[config.mk]
export PLATFORM = sky130hd
export DESIGN_NAME = lsu_mem_ctrl
export DESIGN_NICKNAME = d
export VERILOG_FILES = /design/src/rtl/lsu_mem_ctrl.sv
export SDC_FILE = /design/constraint.sdc
export NUM_CORES = 1
export LEC_CHECK = 0
export CAP_MARGIN = 30
export CORE_UTILIZATION = 43
export DETAILED_ROUTE_END_ITERATION = 8
export PLACE_DENSITY = 0.78
export SKIP_LAST_GASP = 1
export SLEW_MARGIN = 15
export SYNTH_ARGS = -nofsm -noshare
export SYNTH_HDL_FRONTEND = slang
export SYNTH_SLANG_ARGS = --single-unit
[constraint.sdc]
create_clock -name clk -period 2.33 [get_ports clk]
set_input_delay 0.5825 -clock clk [delete_from_list [all_inputs] [get_ports clk]]
set_output_delay 0.5825 -clock clk [all_outputs]
set_load 0.01 [all_outputs]
[src/rtl/lsu_mem_ctrl.sv]
// Load/store unit between the core data port and a word-wide, byte-enable-less
// data memory. One request in flight; sub-word stores use read-modify-write.
module lsu_mem_ctrl #(
    parameter int unsigned ADDR_W = 9
) (
    input  logic              clk,
    input  logic              rst,
    input  logic              req_valid,
    output logic              req_ready,
    input  logic              req_write,
    input  logic [2:0]        req_funct3,
    input  logic [31:0]       req_addr,
    input  logic [31:0]       req_wdata,
    output logic              resp_valid,
    output logic [31:0]       resp_rdata,
    output logic              resp_err,
    output logic              mem_we,
    output logic [ADDR_W-1:0] mem_addr,
    output logic [31:0]       mem_din,
    input  logic [31:0]       mem_dout
);

    localparam int unsigned DATA_W = 32;
    localparam int unsigned HALF_W = 16;
    localparam int unsigned BYTE_W = 8;

    typedef enum logic [2:0] {
        IDLE,
        RD,
        DATA,
        WR,
        RESP
    } state_t;

    // Captured request; only the low halfword of store data is needed for RMW
    typedef struct packed {
        logic              write;
        logic [2:0]        funct3;
        logic [1:0]        lane;
        logic [HALF_W-1:0] wdata;
    } req_t;

    state_t              state;
    state_t              state_next;
    req_t                cur;
    logic                accept_c;
    logic                err_c;
    logic [4:0]          byte_ofs_c;
    logic [4:0]          half_ofs_c;
    logic [BYTE_W-1:0]   byte_v_c;
    logic [HALF_W-1:0]   half_v_c;
    logic [DATA_W-1:0]   load_c;
    logic [DATA_W-1:0]   merge_c;
    logic                unused_addr_bits;

    assign unused_addr_bits = ^req_addr[31:ADDR_W];

    // Handshake and write strobe are gated by reset directly
    assign req_ready = (state == IDLE) & ~rst;
    assign mem_we    = (state == WR) & ~rst;
    assign accept_c  = req_valid & req_ready;

    // Unsupported funct3, sub-word stores marked unsigned, or misalignment
    function automatic logic is_err(input logic wr, input logic [2:0] f3, input logic [1:0] a);
        logic e;
        e = 1'b0;
        case (f3)
            3'b000:          e = 1'b0;
            3'b001:          e = a[0];
            3'b010:          e = (a != 2'b00);
            3'b100, 3'b101:  e = wr | (f3[0] & a[0]);
            default:         e = 1'b1;
        endcase
        return e;
    endfunction

    assign err_c = is_err(req_write, req_funct3, req_addr[1:0]);

    // State register
    always_ff @(posedge clk) begin
        if (rst) begin
            state <= IDLE;
        end else begin
            state <= state_next;
        end
    end

    // Next-state decode
    always_comb begin
        state_next = state;
        case (state)
            IDLE: begin
                if (accept_c) begin
                    if (err_c) begin
                        state_next = RESP;
                    end else if (req_write && (req_funct3 == 3'b010)) begin
                        state_next = WR;
                    end else begin
                        state_next = RD;
                    end
                end
            end
            RD:      state_next = DATA;
            DATA:    state_next = cur.write ? WR : RESP;
            WR:      state_next = RESP;
            RESP:    state_next = IDLE;
            default: state_next = IDLE;
        endcase
    end

    // Lane extraction/extension for loads and lane merge for sub-word stores
    always_comb begin
        byte_ofs_c = {cur.lane, 3'b000};
        half_ofs_c = {cur.lane[1], 4'b0000};
        byte_v_c   = mem_dout[byte_ofs_c +: BYTE_W];
        half_v_c   = mem_dout[half_ofs_c +: HALF_W];
        case (cur.funct3)
            3'b000:  load_c = {{(DATA_W-BYTE_W){byte_v_c[BYTE_W-1]}}, byte_v_c};
            3'b100:  load_c = {{(DATA_W-BYTE_W){1'b0}}, byte_v_c};
            3'b001:  load_c = {{(DATA_W-HALF_W){half_v_c[HALF_W-1]}}, half_v_c};
            3'b101:  load_c = {{(DATA_W-HALF_W){1'b0}}, half_v_c};
            default: load_c = mem_dout;
        endcase
        merge_c = mem_dout;
        if (cur.funct3[1:0] == 2'b00) begin
            merge_c[byte_ofs_c +: BYTE_W] = cur.wdata[BYTE_W-1:0];
        end else begin
            merge_c[half_ofs_c +: HALF_W] = cur.wdata;
        end
    end

    // Request capture, memory address/data and response registers
    always_ff @(posedge clk) begin
        if (rst) begin
            cur        <= '0;
            resp_valid <= 1'b0;
            resp_err   <= 1'b0;
            resp_rdata <= '0;
            mem_addr   <= '0;
            mem_din    <= '0;
        end else begin
            resp_valid <= (state_next == RESP);
            case (state)
                IDLE: begin
                    if (accept_c) begin
                        cur <= '{write:  req_write,
                                 funct3: req_funct3,
                                 lane:   req_addr[1:0],
                                 wdata:  req_wdata[HALF_W-1:0]};
                        if (err_c) begin
                            resp_err   <= 1'b1;
                            resp_rdata <= '0;
                        end else begin
                            mem_addr <= {req_addr[ADDR_W-1:2], 2'b00};
                            mem_din  <= req_wdata;
                        end
                    end
                end
                DATA: begin
                    if (cur.write) begin
                        mem_din <= merge_c;
                    end else begin
                        resp_rdata <= load_c;
                        resp_err   <= 1'b0;
                    end
                end
                WR: begin
                    resp_rdata <= '0;
                    resp_err   <= 1'b0;
                end
                default: ;
            endcase
        end
    end

endmodule
==> results.json <==
{
  "run_status": "finished clean",
  "cts_sinks": 98,
  "fin_crit_sh_pct": 96.5,
  "clock.fmax_mhz": 445,
  "seq_area_frac_synth_pct": 33.3,
  "setup_viol": 0,
  "vias": 6159,
  "initial_utilization_pct": 44.3,
  "path_class": "in -> reg",
  "synthAdderAreaFrac_pct": 1.06,
  "io_buffer_count": 154,
  "yosysUniqueCellTypes": 50,
  "p_total_mw": 4.49,
  "final_common_cell": "clkdlybuf4s50_1",
  "viasPerCell": 6.08,
  "wl_mm": 20.2,
  "postRouteAntennaNets": 0,
  "setup_slack_ns": 0.0807,
  "die_w_um": 119,
  "grt_max_degree": 65,
  "fill_cells": 1168,
  "num_io_pins": 180,
  "synth_edf_count": 0,
  "min_path_type": "reg -> reg",
  "crit_path_start_kind": "input pin",
  "route.detailed.wl_per_inst_um": 20.0,
  "regArea_sq_um": 1960,
  "layout_common_cells": "clkdlybuf4s50_1, dfxtp_1, o21ai_0",
  "core_sq_um": 13300,
  "h-tree-depth": 3,
  "power_leakage_nw": 2.79,
  "drt_iter0_drc": 539,
  "hpwlAfterDp_mm": 14.5,
  "slew_headroom_pct": 53.6,
  "powerDensity_nw_per_um2": 557,
  "die_area_sq_um": 14200,
  "rows": 42,
  "avgSynthCellArea_sq_um": 8.42,
  "skew_ns": 0.0113,
  "multi_input_area_sq_um": 3510,
  "diodes": 0,
  "cts.clk_slew.worst_paths_ns": 0.07,
  "cts_tree": "done",
  "synth_flop_cell": "dfxtp_1",
  "numCtsBuffers": 9,
  "drc": 0,
  "grt-ovfl-total": 0,
  "yosys.area_share.simple_pct": 18.0,
  "antenna_found_initial": 0,
  "synth_compound_area_share_pct": 32.9,
  "gp_congestion": 0.928,
  "cts_buffer_depth": 2,
  "nNetsFinal": 940,
  "period_needed_ns": 2.25,
  "muxShareOfSynthArea_pct": 7.48,
  "die_h_um": 119,
  "ys.warnings.count": 0,
  "netlist_area_sq_um": 5880,
  "tightest_slew_ns": 0.696,
  "critPathArrivalTime_ns": 2.52,
  "final-hold-violation-count": 0,
  "critical_path.max_fanout": 19,
  "worstSetupEndpointType": "register",
  "grt_usage_pct": 28.3,
  "critPathRequiredTime_ns": 2.60,
  "grt_pass1_wl_mm": 31.3,
  "clkLatencyLatePin_ns": 0.36,
  "grt_pass1_vias": 5695,
  "synth_async_sr_flop_share_pct": 0,
  "synth_seq_cells": 98,
  "utilization_pct": 60.7,
  "layout-drive-gt1-share_pct": 9.92,
  "drv_slew": 0,
  "cts_root_buffer": "clkbuf_16",
  "synthXorXnorAreaFrac_pct": 0,
  "postSynthCellCount": 699,
  "place_ws_ns": -0.252,
  "ir_drop_v": 0.000339,
  "synth_top_family_by_area": "compound AO/OA/AOI/OAI gates",
  "drv_cap": 0,
  "syn2layout_area_growth_pct": 37.1,
  "firstDrtPassIters": 7
}
## layer usage
metal	part of all wire, %	GRT usage [%]	wire length (um)	up-vias
li1	-	-	-	2893
met1	44	37.6	8930	2924
met2	46	45.5	9360	312
met3	6.7	3.74	1360	30
met4	2.9	12.7	582	0
met5	0	0	0	-
## cell type report
| class | instances | share of cell area [%] |
|---|---|---|
| repair buffers | 202 | 25.0 |
| well taps | 176 | 2.73 |
| flip-flops and latches | 98 | 24.3 |
| clock buffers | 10 | 2.84 |
| clock inverters | 6 | 1.12 |
| inverters | 8 | 0.372 |
| multi-input cells | 513 | 43.6 |
## power breakdown
part	total [mW]	leakage, nW	switching, mW	internal (mW)
clock	1.63	0.153	0.686	0.946
combinational	1.05	1.84	0.542	0.504
sequential	1.82	0.798	0.0757	1.74
## timing repair
item,in CTS,in global routing
buffers inserted,0,2
endpoints found under the setup margin,0,2
resized for setup,0,1
hold buffers,0,0
## synthesized netlist by cell type (7+ instances only)
cell type	count	share of area, %
a221o_1	33	5.6
nand2b_1	23	2.4
a22oi_1	32	4.1
a222oi_1	7	1.2
inv_1	8	0.51
a2bb2oi_1	7	1.0
dfxtp_1	98	33
buf_4	7	0.89
nor3_1	42	3.6
and2_1	7	0.74
nand2_1	25	1.6
a211o_1	7	1.0
a21oi_1	58	4.9
nand3b_1	9	1.1
a211oi_1	30	3.8
o31ai_1	25	3.2
nor2_1	9	0.57
nor2b_1	49	5.2
mux2i_1	44	7.5
buf_2	16	1.4
clkbuf_1	47	3.0
o21ai_0	66	5.6
## critical path: stages
cell	delay (ns)
clkdlybuf4s50_1	0.43
buf_4	0.15
a221o_1	0.41
a211oi_4	0.29
buf_4	0.19
clkbuf_16	0.20
nor3_1	0.06
a211oi_1	0.21
## cell families (layout without fill, tap and decap cells)
family,Yosys count,in the layout
fa+ha+maj,5,5
buf+inv,89,226
flops,98,98
mux,44,44
simple gates,183,183
compound gates,279,279
other cells,1,2
## flip-flops by register name (all words and copies together) (netlist names)
name	count
mem_din	32
resp_rdata	32
cur	20
mem_addr	7
state	3
byte_ofs_c	2
resp_err	1
resp_valid	1
## path summary, 6_finish.rpt
kind,slack [ns],start,endpoint,cells past startpoint
worst max-delay path,0.08,req_funct3[0],mem_din[10],8
worst min register to register,0.48,resp_err,resp_err,2
worst max register to register,0.28,state[1],mem_din[3],5
worst min-delay path,0.48,resp_err,resp_err,2
## metrics by stage
step                      hold slack [ns]  area [sq um]  TNS, ns  instances
after CTS                           0.483          7990        0       1008
final                               0.478          8070        0       1013
after detailed placement            0.473          7670   -13.51        992
after global placement              0.463          7670   -11.94        992
after floorplan                     0.461          5890        0        700
after global routing                0.527          8070  -0.0101       1013
Note: power is estimated with default switching activity, not from simulation.
